### src/rtl/conv_encoder_213_pkg.sv
// ---------------------------------------------------------------------------
// conv_encoder_213_pkg
//   Shared constants for the (2,1,3) convolutional code: code dimensions,
//   tail length, default generator polynomials, the encoder FSM state type
//   and the tap-parity helper used to form each code bit.
//   The matching Viterbi decoder derives its expected-symbol tables from the
//   same G0/G1 defaults, so these must stay in step with it.
// ---------------------------------------------------------------------------
package conv_encoder_213_pkg;

  // One input bit per step, two code bits out, three bits of memory.
  localparam int K = 1;
  localparam int N = 2;
  localparam int M = 3;

  // Shift-register width and number of zero tail bits that flush it.
  localparam int SR_W     = M * K;
  localparam int TAIL_LEN = M;

  // Default generators. MSB taps the current input, LSB the oldest state bit.
  localparam logic [M:0] G0_DEFAULT = 4'b1111;
  localparam logic [M:0] G1_DEFAULT = 4'b1101;

  // Encoder frame FSM.
  typedef enum logic [1:0] {
    IDLE = 2'd0,
    DATA = 2'd1,
    TAIL = 2'd2
  } enc_state_t;

  // One code bit: XOR of the window bits selected by the generator taps.
  function automatic logic tap_parity(input logic [M:0] gen, input logic [M:0] window);
    return ^(gen & window);
  endfunction

endpackage

### src/rtl/conv_encoder_213_core.sv
// ---------------------------------------------------------------------------
// conv_enc_core_213
//   Encoder datapath: the three-bit shift register holding past inputs and the
//   two generator parities computed over the window {u, sr}. The symbol is
//   purely combinational from u and the current register; the register only
//   advances when load is high, so the caller decides when a bit is consumed.
//
//   Ports
//     clock  in   1  rising-edge clock
//     reset  in   1  synchronous, active-high; clears the shift register
//     load   in   1  shift u into the register this cycle
//     u      in   1  input bit for the current step (0 during the tail)
//     sym    out  2  {c0 (G0), c1 (G1)} for window {u, sr}
// ---------------------------------------------------------------------------
module conv_enc_core_213
  import conv_encoder_213_pkg::*;
#(
  parameter logic [M:0] G0 = G0_DEFAULT,
  parameter logic [M:0] G1 = G1_DEFAULT
) (
  input  logic         clock,
  input  logic         reset,
  input  logic         load,
  input  logic         u,
  output logic [N-1:0] sym
);

  // sr[SR_W-1] is the most recent past input, sr[0] the oldest.
  logic [SR_W-1:0] sr;
  logic [M:0]      window;

  assign window = {u, sr};
  assign sym    = {tap_parity(G0, window), tap_parity(G1, window)};

  // New bit enters at the top; the oldest bit falls off the bottom.
  always_ff @(posedge clock) begin
    if (reset) begin
      sr <= '0;
    end else if (load) begin
      sr <= {u, sr[SR_W-1:1]};
    end
  end

endmodule

### src/rtl/conv_encoder_213.sv
// ---------------------------------------------------------------------------
// conv_encoder_213
//   Rate-1/2, memory-3 convolutional encoder. Takes information bits on a
//   valid/ready stream, groups them into frames of FRAME_LEN bits (or fewer
//   when flush marks an early last bit), appends three zero tail bits so each
//   frame ends in state 0, and emits one two-bit code symbol per encoded bit
//   through a single output register with valid/ready handshaking.
//
//   Ports
//     clock      in   1  rising-edge clock
//     reset      in   1  synchronous, active-high
//     din        in   1  information bit
//     din_valid  in   1  din is presented
//     din_ready  out  1  encoder accepts din this cycle
//     flush      in   1  with a din handshake: this bit ends the frame
//     tx         out  2  code symbol {c0 (G0), c1 (G1)}, decoder Rx[1:0] order
//     tx_valid   out  1  tx holds a valid symbol
//     tx_ready   in   1  downstream consumes tx this cycle
//     tx_sof     out  1  tx is the first symbol of a frame
//     tx_eof     out  1  tx is the last tail symbol of a frame
//     busy       out  1  a frame is in progress (state != IDLE)
// ---------------------------------------------------------------------------
module conv_encoder_213
  import conv_encoder_213_pkg::*;
#(
  parameter int         FRAME_LEN = 64,
  parameter logic [M:0] G0        = G0_DEFAULT,
  parameter logic [M:0] G1        = G1_DEFAULT
) (
  input  logic         clock,
  input  logic         reset,
  input  logic         din,
  input  logic         din_valid,
  output logic         din_ready,
  input  logic         flush,
  output logic [N-1:0] tx,
  output logic         tx_valid,
  input  logic         tx_ready,
  output logic         tx_sof,
  output logic         tx_eof,
  output logic         busy
);

  localparam int                CNT_W            = $clog2(FRAME_LEN + 1);
  localparam logic [CNT_W-1:0]  FRAME_LAST       = CNT_W'(FRAME_LEN);
  localparam bit                SINGLE_BIT_FRAME = (FRAME_LEN == 1);
  localparam int                TCNT_W           = $clog2(TAIL_LEN + 1);
  localparam logic [TCNT_W-1:0] TAIL_LAST        = TCNT_W'(TAIL_LEN - 1);

  enc_state_t        state;
  logic [CNT_W-1:0]  cnt;
  logic [CNT_W-1:0]  cnt_inc;
  logic [TCNT_W-1:0] tcnt;

  logic         adv;
  logic         in_hs;
  logic         tail_load;
  logic         last_tail;
  logic         core_load;
  logic         core_u;
  logic [N-1:0] core_sym;

  // The output register may take a new symbol whenever it is empty or its
  // current symbol is being consumed this cycle.
  assign adv = !tx_valid || tx_ready;

  // Input is accepted only outside the tail, only when the symbol it produces
  // has somewhere to go, and never while reset is asserted.
  assign din_ready = !reset && adv && (state != TAIL);
  assign in_hs     = din_valid && din_ready;

  // Tail steps push zeros through the encoder whenever the output can advance;
  // the last of them closes the frame.
  assign tail_load = (state == TAIL) && adv;
  assign last_tail = tail_load && (tcnt == TAIL_LAST);

  // A data handshake and a tail step are mutually exclusive (din_ready is low
  // in TAIL), so the encoder input is simply din or a forced zero.
  assign core_load = in_hs || tail_load;
  assign core_u    = (state == TAIL) ? 1'b0 : din;
  assign cnt_inc   = cnt + 1'b1;

  assign busy = (state != IDLE);

  conv_enc_core_213 #(
    .G0 (G0),
    .G1 (G1)
  ) u_core (
    .clock (clock),
    .reset (reset),
    .load  (core_load),
    .u     (core_u),
    .sym   (core_sym)
  );

  // Output register: loads only when it can advance. A cycle that advances
  // without a new symbol empties the register and clears the frame markers,
  // leaving the stale tx value in place.
  always_ff @(posedge clock) begin
    if (reset) begin
      tx       <= '0;
      tx_valid <= 1'b0;
      tx_sof   <= 1'b0;
      tx_eof   <= 1'b0;
    end else if (adv) begin
      tx_valid <= core_load;
      tx_sof   <= in_hs && (state == IDLE);
      tx_eof   <= last_tail;
      if (core_load) begin
        tx <= core_sym;
      end
    end
  end

  // Frame FSM with the data and tail counters. The end-of-data decision takes
  // flush and the length limit together, so a flushed bit that also fills the
  // frame still enters the tail exactly once.
  always_ff @(posedge clock) begin
    if (reset) begin
      state <= IDLE;
      cnt   <= '0;
      tcnt  <= '0;
    end else begin
      unique case (state)
        IDLE: begin
          if (in_hs) begin
            cnt  <= CNT_W'(1);
            tcnt <= '0;
            if (flush || SINGLE_BIT_FRAME) begin
              state <= TAIL;
            end else begin
              state <= DATA;
            end
          end
        end
        DATA: begin
          if (in_hs) begin
            cnt <= cnt_inc;
            if (flush || (cnt_inc == FRAME_LAST)) begin
              state <= TAIL;
            end
          end
        end
        TAIL: begin
          if (tail_load) begin
            if (last_tail) begin
              state <= IDLE;
              tcnt  <= '0;
              cnt   <= '0;
            end else begin
              tcnt <= tcnt + 1'b1;
            end
          end
        end
        default: begin
          state <= IDLE;
          cnt   <= '0;
          tcnt  <= '0;
        end
      endcase
    end
  end

endmodule

### config.mk
export PLATFORM = sky130hd
export DESIGN_NAME = conv_encoder_213
export DESIGN_NICKNAME = d
export VERILOG_FILES = /design/src/rtl/conv_encoder_213_pkg.sv /design/src/rtl/conv_encoder_213_core.sv /design/src/rtl/conv_encoder_213.sv
export SDC_FILE = /design/constraint.sdc
export NUM_CORES = 1
export LEC_CHECK = 0
export BUFFER_PORTS_ARGS = -buffer_cell sky130_fd_sc_hd__buf_2
export CAP_MARGIN = 30
export CORE_MARGIN = 5
export CORE_UTILIZATION = 60
export CTS_CLUSTER_DIAMETER = 100
export CTS_CLUSTER_SIZE = 40
export DETAILED_ROUTE_END_ITERATION = 12
export PLACE_DENSITY = 0.88
export SLEW_MARGIN = 10
export SYNTH_ARGS = -nofsm -noshare
export SYNTH_HDL_FRONTEND = slang
export SYNTH_SLANG_ARGS = --single-unit
### constraint.sdc
create_clock -name clock -period 2.5 [get_ports clock]
set_clock_uncertainty 0.1 [all_clocks]
set_input_delay 0.125 -clock clock [delete_from_list [all_inputs] [get_ports clock]]
set_output_delay 0.125 -clock clock [all_outputs]
set_load 0.01 [all_outputs]
==> Flow_metrics.wiki <==
{| class="wikitable"
! Metric !! Value
|-
| Number of port buffers || 12
|-
| Die Span Y || roughly 53 um
|-
| Worst R2R Start || state[0]
|-
| DR WL/cell || 14.9 um
|-
| Final-report hold violation count || 0
|-
| Post-CTS setup buffer count || 0
|-
| Library cell occupying the most area in the post-synthesis netlist || sky130_fd_sc_hd__dfxtp_1
|-
| Final count of negative-setup-slack endpoints || 0
|-
| Via count of the routed design || about 1100
|-
| Top cells by area, synth || sky130_fd_sc_hd__dfxtp_1, sky130_fd_sc_hd__a21oi_1, sky130_fd_sc_hd__nor2_1, sky130_fd_sc_hd__nor3_1, sky130_fd_sc_hd__nand2b_1
|-
| Effective utilization at floorplan || approximately 64%
|-
| Detail-routed via count per cell || 6.31
|-
| Hold Crit Start || din_valid
|-
| Mean Syn Cell Area || 8.13 um^2
|-
| Routed WL || 2570 um
|-
| Part of the power in the clock network || about a quarter
|-
| Fraction of registers with async set or reset after synthesis || 0%
|-
| Flip-flop cell with the highest count after synthesis || sky130_fd_sc_hd__dfxtp_1
|-
| H-Tree Depth || 1
|-
| Clock tree from TritonCTS || done
|-
| Max-Cap Viols || 0
|-
| Number of iterations in the first detailed-routing pass || 5
|-
| Peak fanout along the critical path || 13
|-
| Area share of the largest cell type after synthesis || 34.2%
|-
| Unrepaired setup endpoints after global routing || false
|-
| Clock-pin slew reported for the worst setup and hold paths after clock tree synthesis || roughly 0.1 ns
|-
| Die Footprint || ~0.0028 mm^2
|-
| Total routing usage reported by global routing || between 20% and 30%
|-
| Distinct cell type count after synthesis || 43
|-
| Worst path top cell family by delay || simple AND/OR/NAND/NOR gates
|-
| Cell chain of the critical path || or3b_1 -> or4_1 -> o311ai_1 -> nor4_1
|-
| Final HPWL from detailed placement || 1880 um
|-
| Remaining global-route overflow || 0
|-
| Internal power consumption || roughly 0.00043 W
|-
| Pin count of the biggest net entering global routing || 25
|-
| Fin crit share || 75.9%
|-
| Yosys warnings || 0
|-
| Reg2reg end || state[1]
|-
| Clock latency at the later pin of the worst-skew pair || between 0.2 and 0.3 ns
|-
| Post-cts repair resize count || 0
|-
| Pins over their slew limit || 0
|-
| Critical path capture point type || flip-flop
|-
| Root buf cell || sky130_fd_sc_hd__clkbuf_4
|-
| Hold Path Depth || 3
|-
| Hold Path Sink || tx_valid
|-
| Post-route ant nets || 0
|-
| Number of nets in the layout || between 150 and 200
|-
| Die width || between 50 and 60 um
|-
| Netlist area before placement || roughly 0.0011 mm^2
|-
| Post-synthesis sequential element count || 19
|-
| Period minus WS final || 1.90 ns
|-
| Number of placement rows || 15
|-
| Number of enable flip-flop cells after synthesis || 0
|-
| Outcome || complete, no violations
|-
| CP arrival || between 1.5 and 2 ns
|-
| Sequential power share || between 50% and 60%
|-
| Number of buffer and inverter instances along the worst setup path || 0
|-
| Number of antenna diodes || 0
|-
| Cell count after synthesis || between 100 and 150
|-
| Ratio of cells with drive above 1 in the final layout || roughly an eighth
|-
| Deepest clock path buffer count || 2
|-
| Worst-Margin Slew || 0.714 ns
|-
| Switching component of the power || between 0.00015 and 0.0002 W
|-
| Maximum frequency from static timing analysis || 0.527 GHz
|-
| Number of antenna violations at the first check in global routing || 0
|-
| Switching share of power || around 30%
|-
| Post-route setup slack || ~0.60 ns
|-
| Peak supply drop || roughly 0.00040 V
|-
| Worst min-delay path category || in2reg
|-
| Leak Pwr || 0.458 nW
|-
| Startpoint kind of the worst setup timing path || flip-flop
|-
| Global-route wire length before repair || 4400 um
|-
| Clock tree sinks || 19
|-
| Number of cells on the worst reg-to-reg path || 4
|-
| Most common library cells after synthesis || sky130_fd_sc_hd__dfxtp_1, sky130_fd_sc_hd__nor2_1, sky130_fd_sc_hd__a21oi_1
|-
| Slew HR || a little over half
|-
| 1st-iter DRT viols || 58
|-
| Setup_tns || 0 ns
|-
| Quantity of hold-fixing buffers added after cts || 0
|-
| Crit path largest cell delay || ~0.57 ns
|-
| Slowest cell on the critical path || sky130_fd_sc_hd__dfxtp_1
|-
| Place WS || 0.655 ns
|-
| Most frequently used cell type in the post-synthesis netlist || sky130_fd_sc_hd__dfxtp_1
|-
| Net Count, Synth || roughly 150
|-
| Relative contribution of combinational cells to total power || 20.1%
|-
| Count of placed standard cells including taps || 168
|-
| CTS buffer count || 3
|-
| Register-to-register setup slack || 0.60 ns
|-
| Vias in the first global route || just under 1000
|-
| Fin Hold WS || around 0.087 ns
|-
| Remaining design rule violation count || 0
|-
| Layout area overhead || 7.86%
|-
| Standard cell core area || ~0.0017 mm^2
|-
| Critical setup path kind || reg2reg
|-
| Routability Congestion || just under 0.9
|-
| Power density over the cells || 513 mW/mm^2
|-
| Required @ worst endpoint || approximately 2.6 ns
|-
| Cell Count, Final, Fillers Out || roughly 170
|-
| Share of the yosys chip area belonging to registers || between 30% and 40%
|-
| Top-level I/O count || 13
|}
[worst max path at each step]
stage	from	endpoint	slack, ns	depth (start not counted)
2_1_floorplan	state[0]	state[1]	0.95	4
3_3_place_gp	state[0]	state[1]	0.73	4
3_5_place_dp	state[0]	state[1]	0.66	4
4_1_cts	state[0]	state[1]	0.64	4
5_1_grt	state[0]	state[1]	0.54	4
6_report	state[0]	state[1]	0.60	4
[metal layers]
layer	wire [um]	GRT usage, %
met4	37	5.53
met1	1090	27.4
met3	190	3.94
met2	1250	34.9
met5	0	0
[flip-flops by register name, indices dropped and copies added, names as in the netlist]
name	cells
tx_eof	1
cnt	7
tx_sof	1
tx_valid	1
state	2
tx	2
tcnt	2
u_core.sr	3
[worst min-delay path, stage by stage]
cell	delay [ns]
sky130_fd_sc_hd__buf_2	0.13
sky130_fd_sc_hd__inv_1	0.09
sky130_fd_sc_hd__a31oi_1	0.08
[placed cells by master, fill, tap and decap left out, types with 2 or more instances in the layout]
cell type                  netlist  final
sky130_fd_sc_hd__dfxtp_1        19     19
sky130_fd_sc_hd__ha_1            2      2
sky130_fd_sc_hd__or3_1           5      5
sky130_fd_sc_hd__nor3_1          8      8
sky130_fd_sc_hd__nor4_1          3      3
sky130_fd_sc_hd__o21ai_0         7      7
sky130_fd_sc_hd__a21oi_2         2      2
sky130_fd_sc_hd__or4_1           2      2
sky130_fd_sc_hd__nand2b_1        6      6
sky130_fd_sc_hd__mux2i_1         2      2
sky130_fd_sc_hd__a211oi_1        3      3
sky130_fd_sc_hd__a211o_1         2      2
sky130_fd_sc_hd__clkbuf_4        0      3
sky130_fd_sc_hd__nand3_1         6      6
sky130_fd_sc_hd__a31oi_1         4      4
sky130_fd_sc_hd__nand3b_1        2      2
sky130_fd_sc_hd__buf_2           3     12
sky130_fd_sc_hd__o31ai_1         2      2
sky130_fd_sc_hd__nor3b_1         2      2
sky130_fd_sc_hd__nand2_1         5      5
sky130_fd_sc_hd__nor2_1         12     12
sky130_fd_sc_hd__a21oi_1        10     10
sky130_fd_sc_hd__nor2b_1         4      4
sky130_fd_sc_hd__o211ai_1        3      3
sky130_fd_sc_hd__inv_1           2      2
sky130_fd_sc_hd__and3_1          2      2
[power by group through the flow]
stage | Combinational, W | Sequential (W) | Clock [W]
6_report | 0.000124 | 0.000338 | 0.000155
5_1_grt | 0.000138 | 0.000341 | 0.000179
4_1_cts | 0.000124 | 0.000337 | 0.000157
3_5_place_dp | 0.000123 | 0.000344 | 0
3_3_place_gp | 0.000120 | 0.000342 | 0
2_1_floorplan | 0.0000937 | 0.000338 | 0
[metrics by stage]
step	power, W	instance area [um^2]	utilization, %
after global routing	0.000658	1200	68.8
final	0.000616	1200	68.8
after detailed placement	0.000467	1170	67.3
after CTS	0.000618	1200	68.8
after floorplan	0.000431	1110	-
after global placement	0.000461	1170	67.3
[kinds of logic after synthesis]
group           share of synthesized area [%]
compound gates                           22.6
xor+xnor                                 3.60
fa+ha+maj                                2.25
buf+inv                                  3.37
flops                                    34.2
mux                                      1.80
simple gates                             32.2
[cell type report]
class / instances / area (um^2)
clock buffer: 4 / 26.3
fill: 153 / 544
inverter: 2 / 7.51
multi-input combinational: 110 / 696
sequential: 19 / 380
tap: 25 / 31.3
timing repair buffer: 12 / 60.1
Power figures use the tool's default switching activity.
